--- src/rtl/ring_counter_gen_if.sv ---
`default_nettype none
// +------------------------------------------------------------------+
// | ring_counter_gen_if : control/status bundle for ring_counter_gen |
// | Revision 1.0                                                     |
// +------------------------------------------------------------------+
interface ring_counter_gen_if #(
  parameter int WIDTH = 8
);
  localparam int POS_W = $clog2(WIDTH);

  logic             en;
  logic             dir;
  logic [1:0]       mode;
  logic             load;
  logic [WIDTH-1:0] load_val;
  logic [WIDTH-1:0] count;
  logic [POS_W-1:0] pos;
  logic             wrap;
  logic             err;

  modport master (
    output en, dir, mode, load, load_val,
    input  count, pos, wrap, err
  );

  modport slave (
    input  en, dir, mode, load, load_val,
    output count, pos, wrap, err
  );
endinterface
`default_nettype wire

--- src/rtl/ring_counter_gen.sv ---
`default_nettype none
// +------------------------------------------------------------------+
// | ring_counter_gen : ring / Johnson / bounce sequence generator    |
// | Revision 1.0                                                     |
// +------------------------------------------------------------------+
module ring_counter_gen #(
  parameter int WIDTH = 8
) (
  input  wire logic         clk,
  input  wire logic         rst,
  ring_counter_gen_if.slave bus
);
  localparam int               POS_W   = $clog2(WIDTH);
  localparam logic [1:0]       c_RING  = 2'b00;
  localparam logic [1:0]       c_JOHN  = 2'b01;
  localparam logic [1:0]       c_BNCE  = 2'b10;
  localparam logic [WIDTH-1:0] c_START = WIDTH'(1);

  logic [WIDTH-1:0] count_q, count_d;
  logic             bdir_q, bdir_d;
  logic             wrap_q, wrap_d;
  logic             err_q, err_d;
  logic             w_onehot;
  logic             w_fix;
  logic [POS_W-1:0] w_pos;

  assign w_onehot = (count_q != '0) && ((count_q & (count_q - c_START)) == '0);

  always_comb begin
    count_d = count_q;
    bdir_d  = bdir_q;
    wrap_d  = 1'b0;
    err_d   = 1'b0;
    w_fix   = 1'b0;
    if (bus.load) begin
      count_d = bus.load_val;
      bdir_d  = 1'b0;
    end else if (bus.en) begin
      case (bus.mode)
        c_RING: begin
          if (!w_onehot)     w_fix = 1'b1;
          else if (bus.dir)  count_d = {count_q[0], count_q[WIDTH-1:1]};
          else               count_d = {count_q[WIDTH-2:0], count_q[WIDTH-1]};
        end
        c_JOHN: begin
          if (bus.dir) count_d = {~count_q[0], count_q[WIDTH-1:1]};
          else         count_d = {count_q[WIDTH-2:0], ~count_q[WIDTH-1]};
        end
        c_BNCE: begin
          // Turn around at either end; dir input plays no part here.
          if (!w_onehot) begin
            w_fix = 1'b1;
          end else if (!bdir_q && count_q[WIDTH-1]) begin
            count_d = count_q >> 1;
            bdir_d  = 1'b1;
          end else if (bdir_q && count_q[0]) begin
            count_d = count_q << 1;
            bdir_d  = 1'b0;
          end else if (bdir_q) begin
            count_d = count_q >> 1;
          end else begin
            count_d = count_q << 1;
          end
        end
        default: ;
      endcase
      if (w_fix) begin
        count_d = c_START;
        bdir_d  = 1'b0;
        err_d   = 1'b1;
      end else if (bus.mode != 2'b11 && count_d == c_START) begin
        wrap_d = 1'b1;
      end
    end
  end

  always_ff @(posedge clk) begin
    if (rst) begin
      count_q <= c_START;
      bdir_q  <= 1'b0;
      wrap_q  <= 1'b0;
      err_q   <= 1'b0;
    end else begin
      count_q <= count_d;
      bdir_q  <= bdir_d;
      wrap_q  <= wrap_d;
      err_q   <= err_d;
    end
  end

  always_comb begin
    w_pos = '0;
    for (int i = WIDTH - 1; i >= 0; i--) begin
      if (count_q[i]) w_pos = POS_W'(i);
    end
  end

  assign bus.count = count_q;
  assign bus.pos   = w_pos;
  assign bus.wrap  = wrap_q;
  assign bus.err   = err_q;
endmodule
`default_nettype wire

--- src/flat_wrapper.sv ---
// flat-port wrapper written by rule: the top's interface ports become plain ports
module ring_counter_gen_flat 
#(
  parameter int WIDTH = 8
)
  (clk, rst, bus_en, bus_dir, bus_mode, bus_load, bus_load_val, bus_count, bus_pos, bus_wrap, bus_err);
  ring_counter_gen_if #(.WIDTH(WIDTH)) bus_i ();
  input  wire logic clk;
  input  wire logic rst;
  input wire logic [$bits(bus_i.en)-1:0] bus_en;
  input wire logic [$bits(bus_i.dir)-1:0] bus_dir;
  input wire logic [$bits(bus_i.mode)-1:0] bus_mode;
  input wire logic [$bits(bus_i.load)-1:0] bus_load;
  input wire logic [$bits(bus_i.load_val)-1:0] bus_load_val;
  output wire logic [$bits(bus_i.count)-1:0] bus_count;
  output wire logic [$bits(bus_i.pos)-1:0] bus_pos;
  output wire logic [$bits(bus_i.wrap)-1:0] bus_wrap;
  output wire logic [$bits(bus_i.err)-1:0] bus_err;
  assign bus_i.en = bus_en;
  assign bus_i.dir = bus_dir;
  assign bus_i.mode = bus_mode;
  assign bus_i.load = bus_load;
  assign bus_i.load_val = bus_load_val;
  assign bus_count = bus_i.count;
  assign bus_pos = bus_i.pos;
  assign bus_wrap = bus_i.wrap;
  assign bus_err = bus_i.err;
  ring_counter_gen #(.WIDTH(WIDTH)) u_core (.clk(clk), .rst(rst), .bus(bus_i));
endmodule
--- config.mk ---
export PLATFORM = sky130hd
export DESIGN_NAME = ring_counter_gen_flat
export DESIGN_NICKNAME = d
export VERILOG_FILES = /design/src/rtl/ring_counter_gen_if.sv /design/src/rtl/ring_counter_gen.sv /design/src/flat_wrapper.sv
export SDC_FILE = /design/constraint.sdc
export NUM_CORES = 1
export LEC_CHECK = 0
export ABC_AREA = 1
export CELL_PAD_IN_SITES_DETAIL_PLACEMENT = 1
export CELL_PAD_IN_SITES_GLOBAL_PLACEMENT = 1
export CORE_MARGIN = 2
export CORE_UTILIZATION = 36
export DETAILED_ROUTE_END_ITERATION = 8
export GPL_TIMING_DRIVEN = 1
export PLACE_DENSITY_LB_ADDON = 0.1
export REMOVE_ABC_BUFFERS = 1
export SYNTH_ARGS = -nofsm -noshare
export SYNTH_HDL_FRONTEND = slang
export SYNTH_SLANG_ARGS = --single-unit
--- constraint.sdc ---
create_clock -name clk -period 3.03 [get_ports clk]
set_input_delay 0.606 -clock clk [delete_from_list [all_inputs] [get_ports clk]]
set_output_delay 0.606 -clock clk [all_outputs]
set_load 0.005 [all_outputs]
==> impl_metrics.sql, run 1 <==
INSERT INTO impl_metrics (metric_group, metric, value, unit) VALUES
('clock_network', 'clk_latency', '270', 'ps'),
('die', 'design.portCount', '28', ''),
('setup_path', 'cp-end-kind', 'output port', ''),
('power', 'total_switching_power', '0.236', 'mW'),
('final_layout', 'finalNetCount', '248', ''),
('synthesis', 'yosys_register_bits', '11', ''),
('setup_path', 'worstPathMaxFanout', '10', ''),
('clock_network', 'clk_root_buffer_cell', 'clkbuf_4', ''),
('run', 'cap_violations', '0', ''),
('global_route', 'grt_antenna_before_repair', '0', ''),
('timing', 'actual_transition_at_the_worst_max_transition_pin', '766', 'ps'),
('power', 'swShare', '0.435', ''),
('clock_network', 'cts-htree-levels', '1', ''),
('timing', 'timing.final.hold_violations', '0', ''),
('global_route', 'grt_overflow', '0', ''),
('synthesis', 'synth.area.top_cells', 'dfxtp_1 (18%), nand2_1 (15%), nand3_1 (9.0%)', ''),
('final_layout', 'multi_input_comb_area', '843', 'µm²'),
('die', 'floorplan.die.width', '62.2', 'µm'),
('power', 'power_per_cell_area', '359', 'nW/µm²'),
('setup_path', 'worstSetupStartpointType', 'register', ''),
('placement', 'gp_congestion', '0.953', ''),
('global_route', 'grt_pass1_vias', '1621', ''),
('timing', 'finalSetupTns', '0', 'ps'),
('power', 'cellLeakagePower', '0.645', 'nW'),
('timing', 'fin_worst_skew', '0.642', 'ps'),
('die', 'core', '3280', 'µm²'),
('final_layout', 'nFillCells', '449', ''),
('run_status', 'run_status', 'finished, final reports clean', ''),
('synthesis', 'mappedNetlistArea', '1220', 'µm²'),
('final_layout', 'flow.area_growth_from_synthesis', '24.2', '%'),
('global_route', 'grt_first_pass_wirelength', '7460', 'µm'),
('setup_path', 'cp_data_required_time', '2420', 'ps'),
('routing', 'drc', '0', ''),
('routing', 'postRouteAntennaNets', '0', ''),
('global_route', 'grt_start_max_net_pins', '17', ''),
('final_layout', 'postLayoutCoreUtil', '0.460', ''),
('power', 'pwr-share-clk', '0.191', ''),
('clock_network', 'tritoncts', 'built', ''),
('timing', 'slew-limit-headroom', '0.486', ''),
('timing', 'fmaxAchievable', '403', 'MHz'),
('global_route', 'gr-usage-all-layers', '0.237', ''),
('synthesis', 'yosys.area.top_type', 'dfxtp_1', ''),
('final_layout', 'area_taken_by_flip_flops_and_latches', '220', 'µm²'),
('clock_network', 'tritoncts_num_sinks', '11', ''),
('clock_network', 'cts_post_setup_buffers_inserted', '0', ''),
('final_layout', 'ratio_of_cells_with_drive_above_1_in_the_final_layout', '0.0733', ''),
('routing', 'vias_per_std_cell', '5.59', ''),
('hold_path', 'worst_hold_check_path_type', 'reg -> reg', ''),
('synthesis', 'synth_top_area_frac', '0.181', ''),
('synthesis', 'synth.avg_cell_area', '5.80', 'µm²'),
('placement', 'dpl.hpwl', '3460', 'µm'),
('clock_network', 'cts-buffers-inserted', '3', ''),
('synthesis', 'synthCells', '210', ''),
('synthesis', 'yosys_warnings', '0', ''),
('final_layout', 'finish.instance_area', '1510', 'µm²'),
('clock_network', 'cts_resized', '0', ''),
('die', 'die-area', '3860', 'µm²'),
('power', 'seq_power_share', '0.333', ''),
('clock_network', 'worst_setup_hold_path_clk_slew', '70', 'ps'),
('power', 'max-vdd-ir-drop', '0.224', 'mV'),
('placement', 'post_dp_cell_area', '1490', 'µm²'),
('final_layout', 'antenna-diode-count', '0', ''),
('timing', 'final_worst_setup_slack', '549', 'ps'),
('final_layout', 'layout_common_cells', 'nand2_1 (49), clkdlybuf4s50_1 (27), nor2_1 (24)', ''),
('timing', 'rsz_0062_raised_after_global_routing', 'no', ''),
('power', 'power.combinational.fraction', '0.476', ''),
('setup_path', 'path_class', 'reg -> out', ''),
('die', 'fp.dieH', '62.2', 'µm'),
('routing', 'drt_wl_total', '4430', 'µm'),
('die', 'floorplan.rows', '21', ''),
('timing', 'min_period', '2480', 'ps');
-- critical path, stage by stage, from the launching register on --
cell and delay [ps]:
dfxtp_1 600, a21oi_1 150, o21ai_0 160, nand2_1 70
a21oi_1 120, clkdlybuf4s50_1 520
-- stage by stage --
stage / total power [mW] / instances
final: 0.542 / 278
after detailed placement: 0.439 / 274
after CTS: 0.543 / 278
after floorplan: 0.334 / 201
after global routing: 0.583 / 278
after global placement: 0.431 / 274
-- registers in the layout, summed over array words and instances (netlist names) --
name	count
u_core.bus.err	1
u_core.bdir_q	1
u_core.bus.wrap	1
u_core.bus.count	8
-- cell type report --
type                    count  area share
multi-input cells         165       0.558
repair buffers             27       0.179
flip-flops and latches     11       0.146
inverters                  25      0.0621
well taps                  46      0.0381
clock buffers               4      0.0174
-- power by group through the flow --
stage          Combinational (mW)  Sequential, mW  Clock [mW]
2_1_floorplan               0.160           0.175           0
3_5_place_dp                0.256           0.183           0
4_1_cts                     0.258           0.180       0.105
5_1_grt                     0.289           0.182       0.112
3_3_place_gp                0.248           0.183           0
6_report                    0.258           0.181       0.103
-- Yosys cell counts (all sizes together) --
| cell | count |
|---|---|
| o211ai | 5 |
| inv | 25 |
| buf | 6 |
| o22ai | 4 |
| a22oi | 7 |
| o21bai | 2 |
| clkbuf | 3 |
| nand4 | 1 |
| o21ai | 22 |
| o2111ai | 2 |
| o31ai | 2 |
| a21oi | 11 |
| or2 | 1 |
| nand2 | 52 |
| nor2 | 31 |
| a211oi | 1 |
| a21boi | 1 |
| nand3 | 23 |
| dfxtp | 11 |
-- final timing paths --
kind         slack, ps         endpoint           startpoint  cells after the start
min                690    u_core.bdir_q        u_core.bdir_q                      4
min reg2reg        690    u_core.bdir_q        u_core.bdir_q                      4
max                550       bus_pos[0]  u_core.bus.count[7]                      5
max reg2reg        680  u_core.bus.wrap  u_core.bus.count[0]                     12
-- per-layer routing --
layer | track usage | vias to the layer above | part of all wire | routed length (µm)
met1 | 0.302 | 747 | 0.47 | 2070
met3 | 0.0199 | 10 | 0.034 | 149
met4 | 0.108 | 0 | 0.023 | 103
met2 | 0.408 | 44 | 0.48 | 2110
li1 | - | 752 | - | -
met5 | 0 | - | 0 | 0
-- cells by family after synthesis --
family,Yosys count,share of synthesized area
and+or+nand+nor,108,0.411
AOI/OAI and AO/OA,57,0.282
buffers and inverters,34,0.126
DFF,11,0.181
Note: power is estimated with default switching activity, not from simulation.
==> run 2: changes to the inputs <==
Settings changed: CORE_UTILIZATION 36 to 33.
Clock period 3.03 ns to 2.49 ns, I/O delays scaled along.
==> run 2 against run 1 <==
Die area increased by 8.5%. Largest cell class unchanged. Clock power increased by 81%. Final cell count increased by 2.9%. Routed wire length increased by 3.4%. Register-to-register slack got worse by 350 ps. Hold slack got worse by 16 ps. Count of clock-buffer cells in the layout unchanged. Via count decreased by 0.45%. Setup slack got worse by 390 ps.
==> impl_metrics.sql, run 2 (synthesis results as in run 1) <==
INSERT INTO impl_metrics (metric_group, metric, value, unit) VALUES
('final_layout', 'finalNetCount', '254', ''),
('routing', 'detailedRoute.firstIterationViolations', '62', ''),
('placement', 'gp_congestion', '0.893', ''),
('clock_network', 'clk_latency', '240', 'ps'),
('global_route', 'gr-usage-all-layers', '0.231', ''),
('power', 'swShare', '0.408', ''),
('setup_path', 'worstRegToRegCells', '13', ''),
('global_route', 'grt_start_max_net_pins', '14', ''),
('global_route', 'grt_first_pass_wirelength', '7510', 'µm'),
('timing', 'finalSetupTns', '0', 'ps'),
('final_layout', 'layout_common_cells', 'nand2_1 (49), clkdlybuf4s50_1 (27), nor2_1 (24)', ''),
('timing', 'actual_transition_at_the_worst_max_transition_pin', '752', 'ps'),
('clock_network', 'cts_post_setup_buffers_inserted', '0', ''),
('power', 'pwr-share-clk', '0.255', ''),
('clock_network', 'tritoncts_num_sinks', '11', ''),
('routing', 'postRouteAntennaNets', '0', ''),
('power', 'cellLeakagePower', '0.681', 'nW'),
('placement', 'dpl.hpwl', '3560', 'µm'),
('final_layout', 'nFillCells', '501', ''),
('routing', 'drt_first_pass_iters', '4', ''),
('timing', 'finalCritPeriodShare', '0.935', ''),
('final_layout', 'finish.instance_area', '1580', 'µm²'),
('timing', 'hold_slack', '677', 'ps'),
('clock_network', 'tritoncts', 'built', ''),
('setup_path', 'worstSetupStartpointType', 'register', ''),
('timing', 'rsz_0062_raised_after_global_routing', 'no', ''),
('routing', 'vias_per_std_cell', '5.41', ''),
('setup_path', 'cp_data_arrival_time', '1830', 'ps'),
('timing', 'min_period', '2330', 'ps'),
('die', 'fp.dieH', '64.7', 'µm'),
('hold_path', 'worst_hold_check_path_type', 'reg -> reg', ''),
('timing', 'timing.final.hold_violations', '0', ''),
('global_route', 'grt_antenna_before_repair', '0', ''),
('power', 'max-vdd-ir-drop', '0.334', 'mV'),
('routing', 'drc', '0', ''),
('setup_path', 'worstPathMaxFanout', '10', ''),
('power', 'total_power', '0.730', 'mW'),
('die', 'floorplan.die.width', '64.7', 'µm'),
('routing', 'drt_wl_total', '4580', 'µm'),
('placement', 'buffer_ports.inserted', '27', ''),
('final_layout', 'multi_input_comb_area', '843', 'µm²'),
('clock_network', 'ctsLongestPathBuffers', '2', ''),
('final_layout', 'largest_register_ff_count', '8', ''),
('power', 'power_per_cell_area', '462', 'nW/µm²'),
('global_route', 'grt_overflow', '0', ''),
('clock_network', 'worst_setup_hold_path_clk_slew', '50', 'ps'),
('die', 'design.portCount', '28', ''),
('die', 'die-area', '4190', 'µm²'),
('run_status', 'run_status', 'finished, final reports clean', ''),
('setup_path', 'critical_path.max_stage_delay', '510', 'ps'),
('final_layout', 'area_taken_by_flip_flops_and_latches', '221', 'µm²'),
('routing', 'via_count', '1546', ''),
('power', 'power.combinational.fraction', '0.447', ''),
('clock_network', 'clk_root_buffer_cell', 'clkbuf_8', ''),
('final_layout', 'ratio_of_cells_with_drive_above_1_in_the_final_layout', '0.101', ''),
('final_layout', 'final_common_cell', 'nand2_1', ''),
('timing', 'fin_worst_skew', '1.82', 'ps'),
('setup_path', 'cp-end-kind', 'output port', ''),
('run', 'cap_violations', '0', ''),
('setup_path', 'crit_slowest_cell', 'clkdlybuf4s50_1', ''),
('power', 'total_switching_power', '0.298', 'mW'),
('die', 'floorplan.rows', '22', ''),
('setup_path', 'ordered_list_of_cells_on_the_worst_path', 'inv_1 -> a21oi_1 -> o21ai_0 -> nand2_1 -> a21oi_1 -> clkdlybuf4s50_1', ''),
('hold_path', 'holdPathStages', '4', ''),
('die', 'core', '3610', 'µm²'),
('final_layout', 'antenna-diode-count', '0', ''),
('routing', 'detail_route.wl_per_cell', '16.0', 'µm'),
('clock_network', 'cts-buffers-inserted', '3', ''),
('power', 'p_int', '0.432', 'mW'),
('clock_network', 'cts-htree-levels', '1', ''),
('global_route', 'grt_pass1_vias', '1525', ''),
('setup_path', 'cp_data_required_time', '1990', 'ps'),
('setup_path', 'cp_common_cell', 'a21oi_1', ''),
('timing', 'fmaxAchievable', '430', 'MHz'),
('setup_path', 'path_class', 'reg -> out', ''),
('timing', 'drv_slew', '0', ''),
('die', 'initial_utilization', '0.338', ''),
('final_layout', 'flow.area_growth_from_synthesis', '29.7', '%'),
('power', 'seq_power_share', '0.298', ''),
('timing', 'report.final.setup_viol', '0', ''),
('timing', 'slew-limit-headroom', '0.495', ''),
('placement', 'post_dp_cell_area', '1530', 'µm²');
[run 2: power by group through the flow]
stage	logic [mW]	clock network [mW]	registers, mW
finish	0.326	0.186	0.218
floorplan	0.194	0	0.213
global route	0.362	0.200	0.219
detailed placement	0.324	0	0.221
global placement	0.318	0	0.221
CTS	0.326	0.185	0.217
[run 2: per-layer routing]
metal	vias to the layer above	global-route usage	routed length (µm)
met4	0	0.0771	70
met1	747	0.297	2150
met5	-	0	0
li1	763	-	-
met2	29	0.405	2210
met3	7	0.0174	142
[run 2: cell type report]
cell class,count,area share
clock buffers,4,0.0285
flip-flops and latches,11,0.140
repair buffers,33,0.200
inverters,25,0.0594
multi-input cells,165,0.534
well taps,48,0.0380
[run 2: worst max-delay path: cells and delay by family, from the launching register on]
family / cells / cell delay, ps
AO/OA/AOI/OAI: 3 / 410
buffers and inverters: 2 / 680
flip-flops: 1 / 420
AND/OR/NAND/NOR: 1 / 70
[run 2: per-stage QoR]
stage	worst slack, ps	instances	utilization
global placement	255	282	0.425
CTS	75.2	286	0.438
finish	162	286	0.438
global route	69.2	286	0.438
floorplan	753	201	-
detailed placement	177	282	0.425
[run 2: timing repair]
item / 4_1_cts / 5_1_grt
hold buffers: 0 / 0
setup endpoints to repair: 0 / 1
hold endpoints to repair: 0 / 0
resized for setup: 0 / 1
[run 2: worst paths after layout]
check,from,to,slack [ps]
max,u_core.bus.count[6],bus_pos[0],160
min,u_core.bdir_q,u_core.bdir_q,680
max reg2reg,u_core.bus.count[1],u_core.bus.wrap,330
min reg2reg,u_core.bdir_q,u_core.bdir_q,680
==> run 3: changes to the inputs <==
Settings changed: SLEW_MARGIN set to 40.
==> results of run 3 <==
The final DEF is identical to that of run 2; final timing and power are the same.
==> patch, RTL diff (config.mk and constraints of run 3) <==
`WIDTH` is set to 8 in 3 places; all go to 4.
--- a/src/rtl/ring_counter_gen_if.sv
+++ b/src/rtl/ring_counter_gen_if.sv
@@ -4,7 +4,7 @@
 // | Revision 1.0                                                     |
 // +------------------------------------------------------------------+
 interface ring_counter_gen_if #(
-  parameter int WIDTH = 8
+  parameter int WIDTH = 4
 );
   localparam int POS_W = $clog2(WIDTH);
 
--- a/src/rtl/ring_counter_gen.sv
+++ b/src/rtl/ring_counter_gen.sv
@@ -4,7 +4,7 @@
 // | Revision 1.0                                                     |
 // +------------------------------------------------------------------+
 module ring_counter_gen #(
-  parameter int WIDTH = 8
+  parameter int WIDTH = 4
 ) (
   input  wire logic         clk,
   input  wire logic         rst,
--- a/src/flat_wrapper.sv
+++ b/src/flat_wrapper.sv
@@ -1,7 +1,7 @@
 // flat-port wrapper written by rule: the top's interface ports become plain ports
 module ring_counter_gen_flat 
 #(
-  parameter int WIDTH = 8
+  parameter int WIDTH = 4
 )
   (clk, rst, bus_en, bus_dir, bus_mode, bus_load, bus_load_val, bus_count, bus_pos, bus_wrap, bus_err);
   ring_counter_gen_if #(.WIDTH(WIDTH)) bus_i ();
Ports: changed (resized bus_count, bus_load_val and bus_pos); port bits go from 28 to 19. No check against the original RTL was run, so the function may have changed too.
==> patch against run 3 <==
  * First-iteration DRC count is 85% lower
  * Critical endpoint unchanged
  * Die area is 41% lower
  * Sequential cell count is 4 lower
  * Critical path depth is 3 lower
  * Global-route usage is 3.4 points lower
  * Synthesized cell count is 45% lower
  * Area after synthesis is 43% lower
  * Final area is 42% lower
  * Total power is 49% lower
  * Sequential power is 41% lower
  * Wire length is 53% lower
  * Count of clock-buffer cells in the layout stayed put
  * Clock power is 43% lower
  * Setup slack better by 300 ps
==> patch: results <==
export IMPL_dp_worst_setup_slack_ps=486.5
export IMPL_post_route_cells_drive_above_1_share=0.1704
export IMPL_skew_ps=11.49
export IMPL_met2WireLength_um=1084
export IMPL_cts_buffers_inserted=3
export IMPL_insertion_delay_to_the_later_sink_of_the_worst_skew_pair_ps=260
export IMPL_globalRouteMet1Util=0.2268
export IMPL_dominantRegCellSynth="dfxtp_1"
export IMPL_detailed_place_hpwl_um=1725
export IMPL_arrival_ps=1530
export IMPL_mux_share_of_post_synthesis_cell_area=0
export IMPL_post_cts_hold_buffer_count=0
export IMPL_layout_filler_cells=287
export IMPL_power_leakage_nw=0.4191
export IMPL_final_nets=147
export IMPL_dr_first_iter_drc_count=9
export IMPL_wl_met1_um=968
export IMPL_synthesized_area_per_cell_sq_um=5.984
export IMPL_cts_htree_levels=1
export IMPL_synthesized_area_fraction_occupied_by_ao_oa_aoi_and_oai_cells=0.1891
export IMPL_synth_fa_ha_area_frac=0
export IMPL_power_ir_vdd_worst_mv=0.2350
export IMPL_synth_top_cells_by_area="nand2_1 21%, dfxtp_1 20%, nand2_4 6.5%"
export IMPL_largest_reg_flops=4
export IMPL_via_count=804
export IMPL_groute_usage_overall=0.1973
export IMPL_post_synth_most_frequent_cells="39 x nand2_1, 12 x nor2_1, 8 x inv_1, 8 x o21ai_0"
export IMPL_largest_net_degree_at_the_start_of_global_routing=10
export IMPL_critical_path_max_fanout=8
export IMPL_port_buffer_count=18
export IMPL_instances_no_fill=162
export IMPL_maxSlewHeadroom=0.7642
export IMPL_post_cts_resize_count=0
export IMPL_synth_sequential_area_ratio=0.2036
export IMPL_groute_layer_met2_usage=0.3422
export IMPL_cts_clk_slew_worst_paths_ps=60
export IMPL_place_congestion=0.8567
export IMPL_insertedDiodeCount=0
export IMPL_global_route_wire_length_before_repair_um=3629
export IMPL_cts_post_setup_buffers_inserted=0
export IMPL_placed_cells=158
export IMPL_grt_antenna_before_repair=0
export IMPL_gr_usage_met3=0.06061
export IMPL_yosysWarningCount=0
export IMPL_wl_um=2147
export IMPL_yosysUniqueCellTypes=22
export IMPL_route_met3_wl_um=66
export IMPL_synthArstFlopShare=0
export IMPL_run_status="complete, no violations"
export IMPL_clk_root_buffer_cell="clkbuf_4"
[patch: cell count changes in the layout (fill, tap and decap cells not counted), moves of 9 or more]
cell             delta
inv_1              -15
nand2_1            -10
nand3_1            -16
clkdlybuf4s50_1     -9
o21ai_0            -12
nor2_1             -12
[patch: path summary, 6_finish.rpt]
| path | startpoint | end | slack (ps) | depth (start not counted) |
|---|---|---|---|---|
| hold reg to reg | u_core.bdir_q$_SDFFE_PP0P_ | u_core.bdir_q$_SDFFE_PP0P_ | 580 | 2 |
| hold / removal | u_core.bdir_q$_SDFFE_PP0P_ | u_core.bdir_q$_SDFFE_PP0P_ | 580 | 2 |
| setup reg to reg | u_core.bus.count[3]$_SDFFE_PP0P_ | u_core.bus.wrap$_SDFF_PP0_ | 940 | 11 |
| setup / recovery | u_core.bus.count[1]$_SDFFE_PP0P_ | bus_pos[0] | 460 | 3 |
[patch: stage by stage]
stage	cell area [sq um]	utilization	power [mW]
final	912.1	0.4649	0.3758
after global routing	912.1	0.4649	0.4097
after CTS	912.1	0.4649	0.3815
after detailed placement	885.9	0.4515	0.2723
after global placement	885.9	0.4515	0.2708
after floorplan	656.9	-	0.2120
[patch: cell type report]
| class | count | share of cell area |
|---|---|---|
| Multi-Input combinational cell | 89 | 0.5021 |
| Sequential cell | 7 | 0.1536 |
| Timing Repair Buffer | 20 | 0.2140 |
| Inverter | 15 | 0.06447 |
| Tap cell | 27 | 0.03704 |
| Clock buffer | 4 | 0.02881 |
[patch: power by group]
group / total [mW] / internal [mW] / switching (mW)
Combinational: 0.142 / 0.0600 / 0.0822
Sequential: 0.128 / 0.118 / 0.0102
Clock: 0.106 / 0.0613 / 0.0443
